$ cat src/rtl/result_writer_pkg.sv
// Shared types and constants for the quantised-result write stage.
// Optional completion tracking is enabled with RESULT_WRITER_DONE_TRACK_EN.
package result_writer_pkg;
    localparam int RW_ARRAY_SIZE        = 8;
    localparam int RW_OUTPUT_DATA_WIDTH = 16;
    localparam int RW_NUM_BANKS         = 3;
    localparam int RW_ADDR_WIDTH        = 6;
    localparam int RW_ROWS_PER_SET      = 8;
    localparam int RW_FIFO_DEPTH        = 4;

    localparam int BANK_W = $clog2(RW_NUM_BANKS);
    localparam int DROP_W = 8;

    typedef struct packed {
        logic [BANK_W-1:0]                                bank;
        logic [RW_ADDR_WIDTH-1:0]                         row;
        logic [RW_ARRAY_SIZE*RW_OUTPUT_DATA_WIDTH-1:0]    data;
    } rw_entry_t;

    // Bank index width for an arbitrary bank count (never zero bits).
    function automatic int bank_w(input int n);
        return (n < 2) ? 1 : $clog2(n);
    endfunction
endpackage

$ cat src/rtl/result_writer_if.sv
// Row-vector input stream from the quantiser into result_writer.
interface result_writer_if
    import result_writer_pkg::*;
#(
    parameter int ARRAY_SIZE        = RW_ARRAY_SIZE,
    parameter int OUTPUT_DATA_WIDTH = RW_OUTPUT_DATA_WIDTH,
    parameter int NUM_BANKS         = RW_NUM_BANKS,
    parameter int ADDR_WIDTH        = RW_ADDR_WIDTH
) ();
    localparam int BW = bank_w(NUM_BANKS);

    logic                                in_valid;
    logic                                in_ready;
    logic [BW-1:0]                       in_bank;
    logic [ADDR_WIDTH-1:0]               in_row;
    logic [ARRAY_SIZE*OUTPUT_DATA_WIDTH-1:0] in_data;

    modport master (output in_valid, in_bank, in_row, in_data, input  in_ready);
    modport slave  (input  in_valid, in_bank, in_row, in_data, output in_ready);
endinterface

$ cat src/rtl/result_fifo.sv
// Synchronous FIFO; pointers carry one extra wrap bit to tell full from empty.
module result_fifo #(
    parameter int WIDTH = 8,
    parameter int DEPTH = 4
) (
    input  logic                     clk,
    input  logic                     srstn,
    input  logic                     push_i,
    input  logic                     pop_i,
    input  logic [WIDTH-1:0]         wdata_i,
    output logic [WIDTH-1:0]         rdata_o,
    output logic                     full_o,
    output logic                     empty_o,
    output logic [$clog2(DEPTH):0]   count_o
);
    localparam int AW = $clog2(DEPTH);

    logic [WIDTH-1:0] mem_q [DEPTH];
    logic [AW:0]      wr_ptr_q, rd_ptr_q, count_q;
    logic             do_push, do_pop;

    assign full_o  = (wr_ptr_q[AW] != rd_ptr_q[AW]) && (wr_ptr_q[AW-1:0] == rd_ptr_q[AW-1:0]);
    assign empty_o = (wr_ptr_q == rd_ptr_q);
    assign do_push = push_i && !full_o;
    assign do_pop  = pop_i && !empty_o;
    assign rdata_o = mem_q[rd_ptr_q[AW-1:0]];
    assign count_o = count_q;

    always_ff @(posedge clk) begin
        if (do_push) mem_q[wr_ptr_q[AW-1:0]] <= wdata_i;
    end

    always_ff @(posedge clk) begin
        if (!srstn) begin
            wr_ptr_q <= '0;
            rd_ptr_q <= '0;
            count_q  <= '0;
        end else begin
            if (do_push) wr_ptr_q <= wr_ptr_q + (AW+1)'(1);
            if (do_pop)  rd_ptr_q <= rd_ptr_q + (AW+1)'(1);
            case ({do_push, do_pop})
                2'b10:   count_q <= count_q + (AW+1)'(1);
                2'b01:   count_q <= count_q - (AW+1)'(1);
                default: count_q <= count_q;
            endcase
        end
    end
endmodule

$ cat src/rtl/result_writer.sv
// Buffers quantised rows and drains one per cycle onto the shared SRAM write bus.
// Define RESULT_WRITER_DONE_TRACK_EN to build the per-bank completion bitmap.
module result_writer
    import result_writer_pkg::*;
#(
    parameter int ARRAY_SIZE        = RW_ARRAY_SIZE,
    parameter int OUTPUT_DATA_WIDTH = RW_OUTPUT_DATA_WIDTH,
    parameter int NUM_BANKS         = RW_NUM_BANKS,
    parameter int ADDR_WIDTH        = RW_ADDR_WIDTH,
    parameter int ROWS_PER_SET      = RW_ROWS_PER_SET,
    parameter int FIFO_DEPTH        = RW_FIFO_DEPTH
) (
    input  logic                                    clk,
    input  logic                                    srstn,
    result_writer_if.slave                          in_if,
    input  logic                                    sram_stall,
    input  logic                                    clear_done,
    output logic [NUM_BANKS-1:0]                    sram_wen_n,
    output logic [ARRAY_SIZE*OUTPUT_DATA_WIDTH-1:0] sram_wdata,
    output logic [ADDR_WIDTH-1:0]                   sram_waddr,
    output logic [NUM_BANKS-1:0]                    bank_done,
    output logic [DROP_W-1:0]                       drop_cnt
);
    localparam int BW = bank_w(NUM_BANKS);
    localparam int DW = ARRAY_SIZE*OUTPUT_DATA_WIDTH;
    localparam int EW = BW + ADDR_WIDTH + DW;

    logic                  legal, accept, push, pop, full, empty;
    logic [EW-1:0]         head;
    logic [BW-1:0]         head_bank;
    logic [ADDR_WIDTH-1:0] head_row;
    logic [DW-1:0]         head_data;
    logic [$clog2(FIFO_DEPTH):0] fifo_cnt_unused;

    logic [NUM_BANKS-1:0]  wen_n_q, wen_n_d;
    logic [ADDR_WIDTH-1:0] waddr_q, waddr_d;
    logic [DW-1:0]         wdata_q, wdata_d;
    logic [DROP_W-1:0]     drop_q, drop_d;

    // Bad rows are still handshaken so the producer never stalls on them.
    assign legal  = (32'(in_if.in_bank) < NUM_BANKS) && (32'(in_if.in_row) < ROWS_PER_SET);
    assign accept = in_if.in_valid && !full;
    assign push   = accept && legal;
    assign pop    = !empty && !sram_stall;
    assign in_if.in_ready = !full;
    assign {head_bank, head_row, head_data} = head;

    result_fifo #(.WIDTH(EW), .DEPTH(FIFO_DEPTH)) u_fifo (
        .clk     (clk),
        .srstn   (srstn),
        .push_i  (push),
        .pop_i   (pop),
        .wdata_i ({in_if.in_bank, in_if.in_row, in_if.in_data}),
        .rdata_o (head),
        .full_o  (full),
        .empty_o (empty),
        .count_o (fifo_cnt_unused)
    );

    always_comb begin
        wen_n_d = '1;
        waddr_d = '0;
        wdata_d = '0;
        drop_d  = drop_q;
        if (pop) begin
            for (int b = 0; b < NUM_BANKS; b++)
                if (head_bank == BW'(b)) wen_n_d[b] = 1'b0;
            waddr_d = head_row;
            wdata_d = head_data;
        end
        if (accept && !legal && drop_q != '1) drop_d = drop_q + DROP_W'(1);
    end

    always_ff @(posedge clk) begin
        if (!srstn) begin
            wen_n_q <= '1;
            waddr_q <= '0;
            wdata_q <= '0;
            drop_q  <= '0;
        end else begin
            wen_n_q <= wen_n_d;
            waddr_q <= waddr_d;
            wdata_q <= wdata_d;
            drop_q  <= drop_d;
        end
    end

    assign sram_wen_n = wen_n_q;
    assign sram_waddr = waddr_q;
    assign sram_wdata = wdata_q;
    assign drop_cnt   = drop_q;

`ifdef RESULT_WRITER_DONE_TRACK_EN
    logic [NUM_BANKS-1:0][ROWS_PER_SET-1:0] seen_q, seen_d;
    logic [NUM_BANKS-1:0]                   done_q, done_d;

    // done lags the bitmap by one edge; clear beats a same-cycle pop.
    always_comb begin
        seen_d = seen_q;
        done_d = '0;
        for (int b = 0; b < NUM_BANKS; b++) begin
            done_d[b] = &seen_q[b];
            for (int r = 0; r < ROWS_PER_SET; r++)
                if (pop && head_bank == BW'(b) && head_row == ADDR_WIDTH'(r))
                    seen_d[b][r] = 1'b1;
        end
        if (clear_done) begin
            seen_d = '0;
            done_d = '0;
        end
    end

    always_ff @(posedge clk) begin
        if (!srstn) begin
            seen_q <= '0;
            done_q <= '0;
        end else begin
            seen_q <= seen_d;
            done_q <= done_d;
        end
    end

    assign bank_done = done_q;
`else
    logic clear_done_unused;
    assign clear_done_unused = clear_done;
    assign bank_done = '0;
`endif
endmodule

$ cat src/flat_wrapper.sv
// flat-port wrapper written by rule: the top's interface ports become plain ports
module result_writer_flat import result_writer_pkg::*;
#(
    parameter int ARRAY_SIZE        = RW_ARRAY_SIZE,
    parameter int OUTPUT_DATA_WIDTH = RW_OUTPUT_DATA_WIDTH,
    parameter int NUM_BANKS         = RW_NUM_BANKS,
    parameter int ADDR_WIDTH        = RW_ADDR_WIDTH,
    parameter int ROWS_PER_SET      = RW_ROWS_PER_SET,
    parameter int FIFO_DEPTH        = RW_FIFO_DEPTH
)
  (clk, srstn, sram_stall, clear_done, sram_wen_n, sram_wdata, sram_waddr, bank_done, drop_cnt, in_if_in_valid, in_if_in_bank, in_if_in_row, in_if_in_data, in_if_in_ready);
  result_writer_if #(.ARRAY_SIZE(ARRAY_SIZE), .OUTPUT_DATA_WIDTH(OUTPUT_DATA_WIDTH), .NUM_BANKS(NUM_BANKS), .ADDR_WIDTH(ADDR_WIDTH)) in_if_i ();
  input  logic clk;
  input  logic srstn;
  input  logic sram_stall;
  input  logic clear_done;
  output logic [NUM_BANKS-1:0] sram_wen_n;
  output logic [ARRAY_SIZE*OUTPUT_DATA_WIDTH-1:0] sram_wdata;
  output logic [ADDR_WIDTH-1:0] sram_waddr;
  output logic [NUM_BANKS-1:0] bank_done;
  output logic [DROP_W-1:0] drop_cnt;
  input wire logic [$bits(in_if_i.in_valid)-1:0] in_if_in_valid;
  input wire logic [$bits(in_if_i.in_bank)-1:0] in_if_in_bank;
  input wire logic [$bits(in_if_i.in_row)-1:0] in_if_in_row;
  input wire logic [$bits(in_if_i.in_data)-1:0] in_if_in_data;
  output wire logic [$bits(in_if_i.in_ready)-1:0] in_if_in_ready;
  assign in_if_i.in_valid = in_if_in_valid;
  assign in_if_i.in_bank = in_if_in_bank;
  assign in_if_i.in_row = in_if_in_row;
  assign in_if_i.in_data = in_if_in_data;
  assign in_if_in_ready = in_if_i.in_ready;
  result_writer #(.ARRAY_SIZE(ARRAY_SIZE), .OUTPUT_DATA_WIDTH(OUTPUT_DATA_WIDTH), .NUM_BANKS(NUM_BANKS), .ADDR_WIDTH(ADDR_WIDTH), .ROWS_PER_SET(ROWS_PER_SET), .FIFO_DEPTH(FIFO_DEPTH)) u_core (.clk(clk), .srstn(srstn), .in_if(in_if_i), .sram_stall(sram_stall), .clear_done(clear_done), .sram_wen_n(sram_wen_n), .sram_wdata(sram_wdata), .sram_waddr(sram_waddr), .bank_done(bank_done), .drop_cnt(drop_cnt));
endmodule
$ cat config.mk
export PLATFORM = sky130hd
export DESIGN_NAME = result_writer_flat
export DESIGN_NICKNAME = d
export VERILOG_FILES = /design/src/rtl/result_writer_pkg.sv /design/src/rtl/result_writer_if.sv /design/src/rtl/result_fifo.sv /design/src/rtl/result_writer.sv /design/src/flat_wrapper.sv
export SDC_FILE = /design/constraint.sdc
export NUM_CORES = 1
export LEC_CHECK = 0
export ABC_AREA = 1
export CAP_MARGIN = 20
export CORE_ASPECT_RATIO = 1.5
export CORE_MARGIN = 1
export CORE_UTILIZATION = 60
export CTS_CLUSTER_DIAMETER = 150
export DETAILED_ROUTE_END_ITERATION = 10
export DONT_BUFFER_PORTS = 1
export PLACE_DENSITY = 0.76
export SYNTH_ARGS = -nofsm -noshare
export SYNTH_HDL_FRONTEND = slang
export SYNTH_SLANG_ARGS = --single-unit
$ cat constraint.sdc
create_clock -name clk -period 12.6 [get_ports clk]
set_input_delay 1.89 -clock clk [delete_from_list [all_inputs] [get_ports clk]]
set_output_delay 1.89 -clock clk [all_outputs]
set_load 0.01 [all_outputs]
==> results of run 1 <==
[report_power, final]
group / leakage, uW / switching, uW / internal [uW]
logic: 0.00202 / 239 / 90.6
registers: 0.00614 / 41.1 / 2510
clock network: 0.000892 / 765 / 954
[routing by layer]
metal / global-route usage, % / routed length (um) / up-vias
li1: - / - / 6547
met1: 24.3 / 17500 / 6853
met2: 43.9 / 26800 / 441
met3: 6.85 / 3960 / 111
met4: 11.2 / 1910 / 0
met5: 0 / 0 / -
[cell usage in the layout, fill, tap and decap left out, types with 2 or more instances in the layout]
| master | Yosys | routed |
|---|---|---|
| a21oi_1 | 90 | 90 |
| a21oi_2 | 50 | 50 |
| buf_16 | 0 | 2 |
| buf_4 | 6 | 20 |
| bufinv_16 | 0 | 3 |
| clkbuf_1 | 46 | 17 |
| clkbuf_16 | 0 | 59 |
| clkbuf_8 | 0 | 4 |
| clkinv_1 | 0 | 8 |
| clkinv_2 | 0 | 6 |
| clkinv_4 | 0 | 2 |
| clkinvlp_4 | 0 | 4 |
| conb_1 | 1 | 3 |
| dfxtp_1 | 153 | 151 |
| dfxtp_4 | 0 | 2 |
| edfxtp_1 | 544 | 544 |
| ha_1 | 6 | 6 |
| inv_1 | 22 | 21 |
| inv_2 | 4 | 3 |
| inv_6 | 0 | 6 |
| nand2_1 | 45 | 45 |
| nand3_1 | 3 | 3 |
| nand4_1 | 7 | 7 |
| nor2_1 | 573 | 569 |
| nor2_4 | 0 | 4 |
| nor3_1 | 2 | 2 |
| o21ai_0 | 274 | 274 |
[cell families (layout without fill, tap and decap cells)]
group / count (synthesis) / count (layout) / synth area share (%)
other: 1 / 3 / 0.0151
AND/OR/NAND/NOR: 634 / 634 / 9.76
XOR/XNOR: 1 / 1 / 0.0353
AO/OA/AOI/OAI: 416 / 416 / 9.17
flip-flops: 697 / 697 / 78.2
adder cells (fa/ha/maj): 6 / 6 / 0.303
buffers and inverters: 134 / 157 / 2.52
[sequential cells by signal (all words and copies together) (netlist names), named ones only]
name,flops
u_core.u_fifo.wr_ptr_q,3
u_core.sram_waddr,6
u_core.u_fifo.rd_ptr_q,3
u_core.sram_wen_n,3
u_core.u_fifo.mem_q,544
u_core.sram_wdata,128
u_core.drop_cnt,8
[worst register-to-register path: stages, from the launching register on]
cell,delay (ps)
dfxtp_1,410
inv_2,90
nand2_1,70
nand2_1,70
nand3_1,350
nand4_1,570
nor2_4,830
buf_4,620
buf_4,680
[layout make-up]
class	count	area share, %
sequential	697	71.8
multi-input combinational	1060	17.9
clock buffer	80	5.90
tap	506	2.34
clock inverter	29	0.935
timing repair buffer	22	0.759
inverter	26	0.389
[stage by stage]
stage | cells | hold WS [ps] | cell area, um2 | power, uW
after floorplan | 1891 | 471 | 24800 | 2850
after global placement | 2309 | 494 | 25100 | 2910
after detailed placement | 2309 | 506 | 25100 | 2930
after CTS | 2418 | 522 | 27000 | 4630
after global routing | 2420 | 547 | 27000 | 4760
final | 2420 | 519 | 27000 | 4600
[worst paths after layout]
kind,to,depth (start not counted)
max,u_core.u_fifo.mem_q[3][93],5
min,flip-flop,2
max reg2reg,u_core.u_fifo.mem_q[3][93],8
min reg2reg,flip-flop,2
==> results.cfg, run 1 <==
[floorplanning]
fp.coreArea_mm2 = 0.0405
fp.dieW_um = 168
fp.dieH_um = 251
io_pins = 290
num_rows = 90
die_area_mm2 = 0.0422
start_util_pct = 61.2

[synth]
synth_top_cell_area_share_pct = 65.8
yosys.area.top_type = edfxtp_1
ys_ff_latch = 697
synth_top_flop_cell = edfxtp_1
syn_avg_cell_area_um2 = 13.1
synthMostInstantiatedCell = nor2_1
yosys_warnings = 0
syn-cell-area_mm2 = 0.0248
synth_area_leaders = edfxtp_1 66%, dfxtp_1 12%, nor2_1 8.7%, o21ai_0 5.5%, a21oi_1 1.8%
yosysSeqAreaShare_pct = 78.2
yosysUniqueCellTypes = 26
synth_common_cells = 573 x nor2_1, 544 x edfxtp_1, 274 x o21ai_0
synthCells = 1889
synthArstFlopShare_pct = 0
synth_edf_count = 544

[timing]
tns_ps = 0
finalMaxSlewViolations = 0
setup_slack_ps = 8020
skew_ps = 14.9
setup_violations = 0
tightest_slew_ps = 1070
final_hold_viol_count = 0
fmax_ghz = 0.218
slew_headroom_pct = 28.7
fin_crit_ps = 4580
rsz0062_at_grt = false
fin_crit_sh_pct = 36.4

[drt]
vias = 14000
drtPass1Iterations = 5
drc = 0
wl_per_cell_um = 20.7
ant_nets = 0
drt_iter0_drc = 938
vias_per_cell = 5.77
wl_mm = 50.1

[critical_path]
crit_path_end_kind = flip-flop
path_buf_inv = 2
crit_family = simple AND/OR/NAND/NOR gates
worstPathRequired_ps = 12830
cpMostUsedCell = buf_4
crit-reg2reg-launch = u_core.u_fifo.wr_ptr_q[0]
cpPeakStageDelay_ps = 830
crit_chain = nor3_1 -> nand4_1 -> nor2_4 -> buf_4 -> buf_4
r2r_slack_ps = 8540
cp_max_fo = 40
path_class = primary input to flip-flop
arrival_ps = 4810
startpoint_type = primary input
crit_start = in_if_in_row[5]
slowest_stage = nor2_4

[global_route]
grt-ovfl-total = 0
grt_pass1_wl_mm = 76.0
gr-usage-all-layers_pct = 23.7
grt_max_degree = 166
antenna_found_initial = 0
grt_pass1_vias = 14300

[clock_network]
cts_root_buf = clkbuf_16
hold_buffers = 0
clkLatencyLatePin_ps = 600
cts_num_sinks = 697
cts_resized = 0
clkTransAtPathRegs_ps = 60
clk_path_buf_depth = 3
cts_tree = yes
postCtsSetupBuffers = 0
cts_buffers = 59
h-tree-depth = 2

[cells_and_area]
nFillCells = 2733
multiInputGateArea_mm2 = 0.00483
regArea_mm2 = 0.0194
drive_gt1_share_pct = 8.93
synthToLayoutAreaGrowth_pct = 8.95
nets = 2013
finish.utilization_pct = 66.7
n_antenna_cell = 0

[hold_path]
hold_class = flip-flop to flip-flop
hp-start = u_core.u_fifo.rd_ptr_q[1]

[placement]
dp_slack_ps = 7340
hpwl_mm = 27.5
port_buffers = 0
gp_congestion = 0.821

[run_status]
status = complete, no violations

[power]
power_density_mw_per_mm2 = 170
ir_worst_vdd_v = 0.000143
p_leak_uw = 0.00905

[job]
maxCapViolCount = 0
Power figures use the tool's default switching activity.
==> run 2: changes to the inputs <==
--- a/config.mk
+++ b/config.mk
@@ -5,7 +5,7 @@
 export SDC_FILE = /design/constraint.sdc
 export NUM_CORES = 1
 export LEC_CHECK = 0
-export ABC_AREA = 1
+export ABC_AREA = 0
 export CAP_MARGIN = 20
 export CORE_ASPECT_RATIO = 1.5
 export CORE_MARGIN = 1
==> constraint.sdc (replaced) <==
create_clock -name clk -period 4.3 [get_ports clk]
set_input_delay 0.645 -clock clk [delete_from_list [all_inputs] [get_ports clk]]
set_output_delay 0.645 -clock clk [all_outputs]
set_load 0.01 [all_outputs]
==> run 2 against run 1 <==
The run now ends with DRC left; first-iteration DRC count decreased by 38%; combinational power fell by 18%; register-to-register slack worse by 6700 ps; hold slack worse by 370 ps; global-route usage decreased by 3.1 points; final cell count is 30% lower; via count is 28% lower; area after synthesis fell by 2.8%; largest cell class unchanged.
==> results.cfg, run 2 <==
[run_status]
violations = DRC
status = finished, violations left

[cells_and_area]
nets = 1282
n_antenna_cell = 0
largest_reg_flops = 544
final_common_cell = edfxtp_1
final_cell_mix = 544 x edfxtp_1, 151 x dfxtp_1, 136 x mux4_2
synthToLayoutAreaGrowth_pct = 10.9
drive_gt1_share_pct = 22.0
nFillCells = 2370

[critical_path]
crit-reg2reg-launch = u_core.u_fifo.wr_ptr_q[0]
crit_path_end_kind = flip-flop
reg2reg_depth = 5
crit_start = u_core.u_fifo.wr_ptr_q[0]
slowest_stage = buf_4
r2r_slack_ps = 1830
worstPathRequired_ps = 4500
cp_max_fo = 65
r2r_end = u_core.u_fifo.mem_q[3][5]
path_class = flip-flop to flip-flop
startpoint_type = flip-flop
cpPeakStageDelay_ps = 800
crit_chain = xor2_1 -> o31ai_2 -> buf_4 -> nor3_4 -> buf_4
cp-endpoint = u_core.u_fifo.mem_q[3][5]
path_depth = 5
path_buf_inv = 2
cpMostUsedCell = buf_4
arrival_ps = 2680
crit_family = buffers and inverters

[floorplanning]
fp.dieW_um = 166
start_util_pct = 61.0
die_area_mm2 = 0.0410
num_rows = 89
fp.dieH_um = 248
io_pins = 290
fp.coreArea_mm2 = 0.0395

[timing]
final_hold_viol_count = 0
fin_crit_sh_pct = 57.5
tns_ps = 0
tightest_slew_ps = 1010
fin_crit_ps = 2470
fmax_ghz = 0.405
finalMaxSlewViolations = 0
rsz0062_at_grt = false
skew_ps = 11.6
slew_headroom_pct = 32.7
setup_violations = 0

[clock_network]
clkTransAtPathRegs_ps = 60
cts_root_buf = clkbuf_16
postCtsSetupBuffers = 0
cts_buffers = 59
clkLatencyLatePin_ps = 590
cts_tree = yes
clk_path_buf_depth = 3
cts_num_sinks = 697
cts_resized = 0
h-tree-depth = 2
hold_buffers = 0

[global_route]
grt-ovfl-total = 0
grt_pass1_vias = 10700
grt_pass1_wl_mm = 62.4
antenna_found_initial = 0
gr-usage-all-layers_pct = 20.6
grt_max_degree = 72

[drt]
drt_iter0_drc = 582
wl_mm = 41.8
drtPass1Iterations = 8
vias = 10000
drc = 42
vias_per_cell = 5.96
wl_per_cell_um = 24.8
ant_nets = 0

[placement]
gp_congestion = 0.730
port_buffers = 0
hpwl_mm = 24.0

[synth]
yosys_warnings = 0
synthCells = 1100
yosysSeqAreaShare_pct = 80.4
synth_common_cells = 544 x edfxtp_1, 153 x dfxtp_1, 136 x mux4_2
synth_edf_count = 544
synth_area_leaders = edfxtp_1 68%, dfxtp_1 13%, mux4_2 13%, nor2b_1 3.5%, clkbuf_1 0.44%
syn-cell-area_mm2 = 0.0241
yosysUniqueCellTypes = 42
synth_top_flop_cell = edfxtp_1
syn_avg_cell_area_um2 = 21.9
ys_ff_latch = 697
synthArstFlopShare_pct = 0
synthMostInstantiatedCell = edfxtp_1
synth_top_cell_area_share_pct = 67.7
yosys.area.top_type = edfxtp_1

[hold_path]
hp-start = in_if_in_data[41]
hold_class = primary input to flip-flop

[power]
p_leak_uw = 0.00833
ir_worst_vdd_v = 0.000383
power_density_mw_per_mm2 = 478
power_uw = 12800

[job]
maxCapViolCount = 0
run 2: cell types whose count changed after synthesis, sizes merged, moves of 21 or more:
cell   change
a21oi    -130
nor2b    +134
inv       -21
nand2     -44
o21ai    -271
mux4     +136
nor2     -569
buf       -38
run 2: final cells by class:
type                       count  area (um2)  area share [%]
sequential                   697       19400            72.5
multi-input combinational    348        4500            16.8
clock buffer                  76        1630            6.10
tap                          500         626            2.34
timing repair buffer          24         305            1.14
clock inverter                34         274            1.02
inverter                       5        18.8          0.0701
run 2: how the worst min path moves through the flow:
stage / endpoint / slack [ps] / cells after the start
2_1_floorplan: u_core.u_fifo.wr_ptr_q[2] / 490 / 2
3_3_place_gp: u_core.u_fifo.wr_ptr_q[2] / 510 / 2
3_5_place_dp: u_core.u_fifo.wr_ptr_q[2] / 520 / 2
4_1_cts: u_core.u_fifo.mem_q[0][108] / 120 / 0
5_1_grt: u_core.u_fifo.mem_q[3][59] / 120 / 0
6_report: u_core.u_fifo.mem_q[1][41] / 150 / 0
run 2: kinds of logic (layout without fill, tap and decap cells):
kind of cell	count (synthesis)	count (layout)	synth area share [%]
AO/OA/AOI/OAI	31	31	0.939
XOR/XNOR	6	6	0.249
adder cells (fa/ha/maj)	6	6	0.311
buffers and inverters	57	139	1.08
flip-flops	697	697	80.4
multiplexers	137	137	12.7
other	1	3	0.0155
AND/OR/NAND/NOR	165	165	4.24
run 2: metal layers:
layer	global-route usage (%)	vias up	share of wire, %
met4	7.86	0	3.1
met1	23.0	5222	36
met2	37.0	319	53
met3	6.75	76	8.1
met5	0	-	0
li1	-	4421	-
run 2: metrics by stage:
stage	hold WS, ps	worst slack, ps	cell area [um2]	instances	utilization [%]
2_1_floorplan	485	-558	24100	1102	-
3_3_place_gp	511	1360	24900	1574	62.9
3_5_place_dp	517	1320	24900	1574	62.9
4_1_cts	117	1810	26800	1684	67.7
5_1_grt	122	1660	26800	1684	67.7
6_report	145	1830	26800	1684	67.7
run 2: worst register-to-register path: cells and delay by family, from the launching register on:
| family | cells | cell delay (ps) |
|---|---|---|
| xor+xnor | 1 | 280 |
| simple gates | 1 | 190 |
| flops | 1 | 470 |
| buf+inv | 2 | 1010 |
| compound gates | 1 | 80 |
run 2: where the power goes:
part / internal [uW] / switching, uW / leakage [uW]
sequential: 7300 / 55.2 / 0.00613
combinational: 160 / 112 / 0.00125
clock: 2920 / 2250 / 0.000945
total: 10400 / 2420 / 0.00833
